$ cat src/rtl/elevator_pkg.sv
`default_nettype none
// ============================================================================
// Module   : elevator_pkg
// Purpose  : Shared car-controller types and sizing constants.
// Revision : 1.0 - initial release
// ============================================================================
package elevator_pkg;

    localparam int NFLOORS = 4;
    localparam int FW      = $clog2(NFLOORS);

    typedef enum logic [1:0] {
        S_IDLE  = 2'd0,
        S_RUN   = 2'd1,
        S_OPEN  = 2'd2,
        S_CLOSE = 2'd3
    } state_t;

endpackage : elevator_pkg
`default_nettype wire

$ cat src/rtl/rise_det.sv
`default_nettype none
// ============================================================================
// Module   : rise_det
// Purpose  : 0->1 detector for a level-type timer "done" signal.
// Revision : 1.0 - initial release
// ============================================================================
module rise_det (
    input  logic clk,
    input  logic rst_n,
    input  logic d,
    output logic rise
);

    logic r_d;

    always_ff @(posedge clk) begin
        if (!rst_n) begin
            r_d <= 1'b0;
        end else begin
            r_d <= d;
        end
    end

    assign rise = d & ~r_d;

endmodule : rise_det
`default_nettype wire

$ cat src/rtl/floor_sequencer.sv
`default_nettype none
// ============================================================================
// Module   : floor_sequencer
// Purpose  : Collective-control car sequencer driving the run and door timers.
// Revision : 1.0 - initial release
// ============================================================================
module floor_sequencer #(
    parameter int NFLOORS = elevator_pkg::NFLOORS,
    parameter int FW      = elevator_pkg::FW
) (
    input  logic               CP,
    input  logic               nCR,
    input  logic [NFLOORS-1:0] call,
    input  logic               endRun,
    input  logic               endOpen,
    output logic               mv2nxt,
    output logic               opendoor,
    output logic [FW-1:0]      floor,
    output logic               dir,
    output logic [NFLOORS-1:0] pending
);

    import elevator_pkg::*;

    state_t             r_state;
    state_t             w_state_nxt;
    logic [FW-1:0]      r_floor;
    logic [FW-1:0]      w_floor_nxt;
    logic [FW-1:0]      w_step;
    logic               r_dir;
    logic               w_dir_nxt;
    logic [NFLOORS-1:0] r_pend;
    logic [NFLOORS-1:0] w_pend_nxt;
    logic [NFLOORS-1:0] w_clr;
    logic               r_mv;
    logic               r_open;
    logic               w_at_end;
    logic               w_run_rise;
    logic               w_open_rise;

    // True when any request in p lies strictly beyond floor f in direction up.
    function automatic logic ahead(input logic [NFLOORS-1:0] p,
                                   input logic [FW-1:0]      f,
                                   input logic               up);
        logic hit;
        hit = 1'b0;
        for (int i = 0; i < NFLOORS; i++) begin
            if (p[i] && (up ? (i > int'(f)) : (i < int'(f)))) begin
                hit = 1'b1;
            end
        end
        return hit;
    endfunction

    rise_det u_run_det (
        .clk   (CP),
        .rst_n (nCR),
        .d     (endRun),
        .rise  (w_run_rise)
    );

    rise_det u_open_det (
        .clk   (CP),
        .rst_n (nCR),
        .d     (endOpen),
        .rise  (w_open_rise)
    );

    always_comb begin
        w_clr = '0;
        if (r_state == S_OPEN) begin
            w_clr[r_floor] = 1'b1;
        end
        w_pend_nxt = (r_pend | call) & ~w_clr;
        w_step     = r_dir ? (r_floor + FW'(1)) : (r_floor - FW'(1));
        w_at_end   = r_dir ? (r_floor == FW'(NFLOORS - 1)) : (r_floor == '0);
    end

    always_comb begin
        w_state_nxt = r_state;
        w_floor_nxt = r_floor;
        w_dir_nxt   = r_dir;
        case (r_state)
            S_IDLE: begin
                if (r_pend[r_floor]) begin
                    w_state_nxt = S_OPEN;
                end else if (ahead(r_pend, r_floor, r_dir)) begin
                    w_state_nxt = S_RUN;
                end else if (ahead(r_pend, r_floor, ~r_dir)) begin
                    w_state_nxt = S_RUN;
                    w_dir_nxt   = ~r_dir;
                end
            end
            S_RUN: begin
                if (w_run_rise) begin
                    // A run is only started toward a request, so the end stop
                    // is never reached here; the guard keeps floor in range.
                    if (w_at_end) begin
                        w_state_nxt = S_IDLE;
                    end else begin
                        w_floor_nxt = w_step;
                        if (w_pend_nxt[w_step]) begin
                            w_state_nxt = S_OPEN;
                        end else if (!ahead(w_pend_nxt, w_step, r_dir)) begin
                            w_state_nxt = S_IDLE;
                        end
                    end
                end
            end
            S_OPEN: begin
                if (w_open_rise) begin
                    w_state_nxt = S_CLOSE;
                end
            end
            S_CLOSE: begin
                w_state_nxt = S_IDLE;
            end
            default: begin
                w_state_nxt = S_IDLE;
            end
        endcase
    end

    always_ff @(posedge CP) begin
        if (!nCR) begin
            r_state <= S_IDLE;
            r_floor <= '0;
            r_dir   <= 1'b1;
            r_pend  <= '0;
            r_mv    <= 1'b0;
            r_open  <= 1'b0;
        end else begin
            r_state <= w_state_nxt;
            r_floor <= w_floor_nxt;
            r_dir   <= w_dir_nxt;
            r_pend  <= w_pend_nxt;
            r_mv    <= (w_state_nxt == S_RUN);
            r_open  <= (w_state_nxt == S_OPEN);
        end
    end

    assign mv2nxt   = r_mv;
    assign opendoor = r_open;
    assign floor    = r_floor;
    assign dir      = r_dir;
    assign pending  = r_pend;

endmodule : floor_sequencer
`default_nettype wire
$ cat config.mk
export PLATFORM = sky130hd
export DESIGN_NAME = floor_sequencer
export DESIGN_NICKNAME = d
export VERILOG_FILES = /design/src/rtl/elevator_pkg.sv /design/src/rtl/rise_det.sv /design/src/rtl/floor_sequencer.sv
export SDC_FILE = /design/constraint.sdc
export NUM_CORES = 1
export LEC_CHECK = 0
export CAP_MARGIN = 20
export CORE_AREA = 3 3 41 43
export DETAILED_ROUTE_END_ITERATION = 12
export DIE_AREA = 0 0 44 46
export DONT_BUFFER_PORTS = 1
export PLACE_DENSITY_LB_ADDON = 0.08
export SYNTH_ARGS = -nofsm -noshare
export SYNTH_HDL_FRONTEND = slang
export SYNTH_HIERARCHICAL = 1
export SYNTH_SLANG_ARGS = --single-unit
$ cat constraint.sdc
create_clock -name CP -period 3.06 [get_ports CP]
set_input_delay 0.459 -clock CP [delete_from_list [all_inputs] [get_ports CP]]
set_output_delay 0.459 -clock CP [all_outputs]
set_load 0.01 [all_outputs]
=== Word-level counts from Yosys, hierarchy flattened ===
Cells that the tools add are included.

* Input bits: 8
* Output and inout bits: 9
* Bits in registers: 13
* Logic and storage cells: 110

* Equality and inequality tests: 6
* Mux-type cells: 51
* Add/sub/neg operators: 2
* Order comparisons: 15
* Reduce and logical (&&, ||, !) cells: 17
* Bitwise logic cells: 11

{| class="wikitable"
|+ Operators with widths
! operator !! count
|-
| $mux 1 || 37
|-
| $mux 2 || 9
|-
| $logic_and 1x1->1 || 13
|-
| $eq 2x2->1 const B || 4
|-
| $gt 2x2->1 const A || 4
|-
| $lt 1x2->1 const A || 4
|-
| $pmux 2 s4 || 1
|-
| $lt 2x3->1 const B || 2
|-
| $not 1->1 || 6
|-
| $and 4x4->4 || 1
|-
| $bmux 1 s2 || 2
|-
| $eq 2x1->1 const B || 2
|-
| $gt 1x2->1 const A || 2
|-
| $logic_not 2->1 || 2
|-
| $lt 2x2->1 const A || 2
|-
| $mux 4 || 1
|-
| $not 4->4 || 1
|-
| $or 4x4->4 || 1
|-
| $reduce_and 4->1 || 1
|-
| $reduce_and 3->1 || 1
|-
| $add 2x1->2 const B || 1
|-
| $and 1x1->1 || 2
|-
| $demux 1 s2 || 1
|-
| $ge 2x1->1 const B || 1
|-
| $sub 2x1->2 const B || 1
|}

=== Depth between registers and ports, before layout ===
* Depth after elaboration: 22
* Mapped depth: 8
* Gate-level depth less buffers: 7

=== Hierarchy ===
Netlist, hierarchy kept.

{| class="wikitable"
|+ Modules (own cells, without submodules)
! module !! cells each !! sequential area each (um^2) !! times used !! area an instance (um^2)
|-
| floor_sequencer || 82 || 220.2 || 1 || 705.7
|-
| rise_det || 3 || 20.0 || 2 || 40.0
|}

=== Least setup slack after synthesis ===
No wires, ideal clock.

* Path kind: register -> register
* Start: register r_floor[0] (netlist: floor[0])
* End: register r_mv (netlist: mv2nxt)
* Arrival time: 1988 ps
* Path buffers: 1
* Slack: 1005 ps
* Cell stages (with the launch flop): 8
* Data required time: 2994 ps
* Path through: dfxtp_1 > buf_4 > inv_1 > ha_1 > xor2_1 > mux4_2 > a2111o_1 > a2bb2oi_2

* Cells in the longest elaborated chain, start to end: 22

{| class="wikitable"
|+ RTL lines
! item !! line !! text
|-
| from (decl) || floor_sequencer.sv:27 || <nowiki>logic [FW-1:0] r_floor;</nowiki>
|-
| from (signal assigned) || floor_sequencer.sv:134 || <nowiki>r_floor <= w_floor_nxt;</nowiki>
|-
| $lt 2x3->1 (not written as such) / $ge 2x1->1 (equally long branches) || floor_sequencer.sv:72 || <nowiki>w_clr[r_floor] = 1'b1;</nowiki>
|-
| $logic_and 1x1->1 (not written as such) || floor_sequencer.sv:72 ||
|-
| $mux 1 (not written as such) || floor_sequencer.sv:72 ||
|-
| $demux 1 s2 || floor_sequencer.sv:72 ||
|-
| $mux 4 || floor_sequencer.sv:71 || <nowiki>if (r_state == S_OPEN) begin</nowiki>
|-
| $not 4->4 || floor_sequencer.sv:74 || <nowiki>w_pend_nxt = (r_pend | call) & ~w_clr;</nowiki>
|-
| $and 4x4->4 || floor_sequencer.sv:74 ||
|-
| $logic_and 1x1->1 || floor_sequencer.sv:48 || <nowiki>if (p[i] && (up ? (i > int'(f)) : (i < int'(f)))) begin</nowiki>
|-
| [... 6 more ...] || -- ||
|-
| $mux 1 || floor_sequencer.sv:95 || <nowiki>if (w_run_rise) begin</nowiki>
|-
| $mux 1 || floor_sequencer.sv:83 || <nowiki>case (r_state)</nowiki>
|-
| $mux 2 || floor_sequencer.sv:104 || <nowiki>end else if (!ahead(w_pend_nxt, w_step, r_dir)) begin</nowiki>
|-
| $mux 2 || floor_sequencer.sv:102 || <nowiki>if (w_pend_nxt[w_step]) begin</nowiki>
|-
| $mux 2 || floor_sequencer.sv:98 || <nowiki>if (w_at_end) begin</nowiki>
|-
| $mux 2 || floor_sequencer.sv:95 ||
|-
| $pmux 2 s4 (*) || floor_sequencer.sv:83 ||
|-
| $eq 2x1->1 (*) || floor_sequencer.sv:137 || <nowiki>r_mv <= (w_state_nxt == S_RUN);</nowiki>
|-
| to (signal assigned) || floor_sequencer.sv:137 ||
|-
| to (decl) || floor_sequencer.sv:35 || <nowiki>logic r_mv;</nowiki>
|}

Mark *: on every way between the ends. The rest lies on a longest branch, timed or not. The select of a mux whose other input is x is not followed.
A chain may end at the register's enable or synchronous reset.

=== Final worst setup path ===
* Start: register r_floor[1] (netlist: floor[1])
* End: register r_mv (netlist: mv2nxt)

The elaborated chain is that of the path after synthesis.

==> impl_metrics.env <==
export IMPL_globalRouteOverflowTotal=0
export IMPL_post_route_drc_count=0
export IMPL_power_density_mw_per_mm2=692
export IMPL_yosys_warnings=6
export IMPL_holdWs_ns=0.264
export IMPL_grt_start_max_net_pins=11
export IMPL_die_h_um=46
export IMPL_fin_area_um2=821
export IMPL_reg2regPathDepth=7
export IMPL_postCtsSetupRepairBufs=0
export IMPL_worst_pin_slew_ns=0.427
export IMPL_grt_antenna_before_repair=0
export IMPL_cp_data_required_time_ns=3.28
export IMPL_cts_buffers=3
export IMPL_synthFlopType="dfxtp_1"
export IMPL_clk_latency_ns=0.28
export IMPL_io_pins=17
export IMPL_gp_congestion=0.882
export IMPL_cts_resized=0
export IMPL_cts_hold_buf=0
export IMPL_avgViaCountPerCell=6.12
export IMPL_p_leak_nw=0.319
export IMPL_utilization_pct=61.5
export IMPL_synth_cell_types=34
export IMPL_dp_hpwl_um=1280
export IMPL_grtUsageMet1_pct=22.8
export IMPL_setup_tns_ns=0
export IMPL_min_path_type="in2reg"
export IMPL_skew_ns=0.00606
export IMPL_use_met3_pct=4.35
export IMPL_die_w_um=44
export IMPL_root_buffer="clkbuf_4"
export IMPL_timing_rr_start="floor[1]$_SDFFE_PN0P_"
export IMPL_clkTransAtPathRegs_ns=0.08
export IMPL_grt_pass1_wl_um=2690
export IMPL_setup_violations=0
export IMPL_hold_start="nCR"
export IMPL_rrSetupSlack_ns=0.84
export IMPL_critPathCaptureType="register"
export IMPL_vias=649
export IMPL_relSlewSlack_pct=71.3
export IMPL_wl_per_cell_um=15.8
export IMPL_min_to="dir$_SDFFE_PN1P_"
export IMPL_die_area_mm2=0.00202
export IMPL_hold_viol_final=0
export IMPL_period_needed_ns=2.22
export IMPL_drtIter0Drc=24
export IMPL_grtUsageMet2_pct=29.1
export IMPL_area_growth_pct=4.46
export IMPL_rsz0062_at_grt="false"
export IMPL_placed_area_um2=793
export IMPL_timing_rr_end="mv2nxt$_SDFF_PN0_"
export IMPL_maxSlewViolCount=0
export IMPL_synth_nets=100
export IMPL_wl_um=1670
export IMPL_dr_pass1_iters=4
export IMPL_critPathMaxFanout=8
export IMPL_ys_seq_elements=13
export IMPL_clockBufferDepth=2
export IMPL_status="completed"
export IMPL_start_kind="register"
export IMPL_diodes=0
export IMPL_max_freq_ghz=0.450
export IMPL_core_rowCount=13
export IMPL_hold_path_depth=1
export IMPL_cts_sinks=13
export IMPL_async_flop_share_pct=0
export IMPL_core_mm2=0.00133
export IMPL_maxCapViolCount=0
export IMPL_fin_crit_sh_pct=72.6
export IMPL_finalNetCount=104
export IMPL_syn_inst=88
export IMPL_final_antenna_net_count=0
export IMPL_cts_tree="yes"
export IMPL_syn_cell_area_um2=786
export IMPL_start_util_pct=58.9
export IMPL_grt_use_total_pct=18.3
export IMPL_peakVddDrop_mv=0.338
export IMPL_drive_gt1_share_pct=13.2
export IMPL_grt_pass1_vias=627
export IMPL_path_class="reg2reg"
export IMPL_port_buffers=0
export IMPL_busiest_layer="met2"
export IMPL_critPathArrivalTime_ns=2.44
export IMPL_layout_common_cells="dfxtp_1, nor2_1, a21oi_1"
export IMPL_layout_commonest_cell="dfxtp_1"
export IMPL_yosysSeqAreaShare_pct=33.1
export IMPL_avgSynthCellArea_um2=8.93
export IMPL_synth_edff_count=0
export IMPL_nFillCells=125
export IMPL_cts_htree_levels=1
## final cells by class
| cell class | instances | area [µm²] | share of cell area [%] |
|---|---|---|---|
| Multi-Input combinational cell | 66 | 480 | 58.5 |
| Sequential cell | 13 | 260 | 31.7 |
| Inverter | 7 | 26.3 | 3.20 |
| Clock buffer | 3 | 22.5 | 2.74 |
| Tap cell | 15 | 18.8 | 2.29 |
| Timing Repair Buffer | 1 | 7.51 | 0.915 |
| Clock inverter | 1 | 5.00 | 0.610 |
## per-layer routing
metal | wire [µm] | vias up
met5 | 0 | -
li1 | - | 322
met4 | 29 | 0
met2 | 763 | 22
met1 | 764 | 302
met3 | 115 | 3
## flip-flops by register name, summed over array words and instances (netlist names)
register and flops:
u_run_det/r_d 1, pending 4, u_open_det/r_d 1, r_state 2, opendoor 1, mv2nxt 1, dir 1, floor 2
## worst max path at each step
stage,start,cells past startpoint,slack [ns],end
floorplan,floor[0]$_SDFFE_PN0P_,7,1.01,mv2nxt$_SDFF_PN0_
global placement,floor[0]$_SDFFE_PN0P_,8,0.89,mv2nxt$_SDFF_PN0_
detailed placement,floor[1]$_SDFFE_PN0P_,7,0.88,mv2nxt$_SDFF_PN0_
CTS,floor[1]$_SDFFE_PN0P_,7,0.84,mv2nxt$_SDFF_PN0_
global route,floor[1]$_SDFFE_PN0P_,7,0.69,mv2nxt$_SDFF_PN0_
finish,floor[1]$_SDFFE_PN0P_,7,0.84,mv2nxt$_SDFF_PN0_
## metrics by stage
| stage | cells | total power, W | setup WS, ns |
|---|---|---|---|
| 5_1_grt | 106 | 0.000607 | 0.693 |
| 3_3_place_gp | 102 | 0.000460 | 0.893 |
| 4_1_cts | 106 | 0.000569 | 0.841 |
| 6_report | 106 | 0.000568 | 0.838 |
| 2_1_floorplan | 88 | 0.000415 | 1.01 |
| 3_5_place_dp | 102 | 0.000460 | 0.878 |
## Yosys cell counts (2+ instances only)
| library cell | number | area (µm²) |
|---|---|---|
| a221oi_1 | 3 | 26.3 |
| nor2b_4 | 3 | 41.3 |
| mux2i_1 | 2 | 20.0 |
| inv_1 | 7 | 26.3 |
| nor2_1 | 10 | 37.5 |
| dfxtp_1 | 13 | 260 |
| nand2_1 | 5 | 18.8 |
| a21oi_1 | 8 | 40.0 |
| ha_1 | 4 | 50.1 |
| o21ai_0 | 3 | 15.0 |
| a211oi_1 | 3 | 22.5 |
| and2_1 | 5 | 31.3 |
## report_power, final
part	total (W)	switching [W]	internal, W
Sequential	0.000243	0.0000402	0.000202
Clock	0.000109	0.0000603	0.0000486
Combinational	0.000216	0.000122	0.0000946
## logic make-up (layout without fill, tap and decap cells)
group | Yosys count | in the layout | share of synthesized area, %
xor+xnor | 2 | 2 | 2.23
mux | 3 | 3 | 5.41
buf+inv | 9 | 12 | 5.73
flops | 13 | 13 | 33.1
simple gates | 32 | 32 | 24.7
compound gates | 25 | 25 | 22.5
fa+ha+maj | 4 | 4 | 6.37
## critical path, stage by stage (launching register included)
cell and delay (ns):
dfxtp_1 0.54, inv_1 0.13, ha_1 0.27, nor2b_1 0.15
a211oi_1 0.38, nand2_1 0.13, a2111o_1 0.43, a2bb2oi_2 0.14
(Power assumes the default switching activity.)
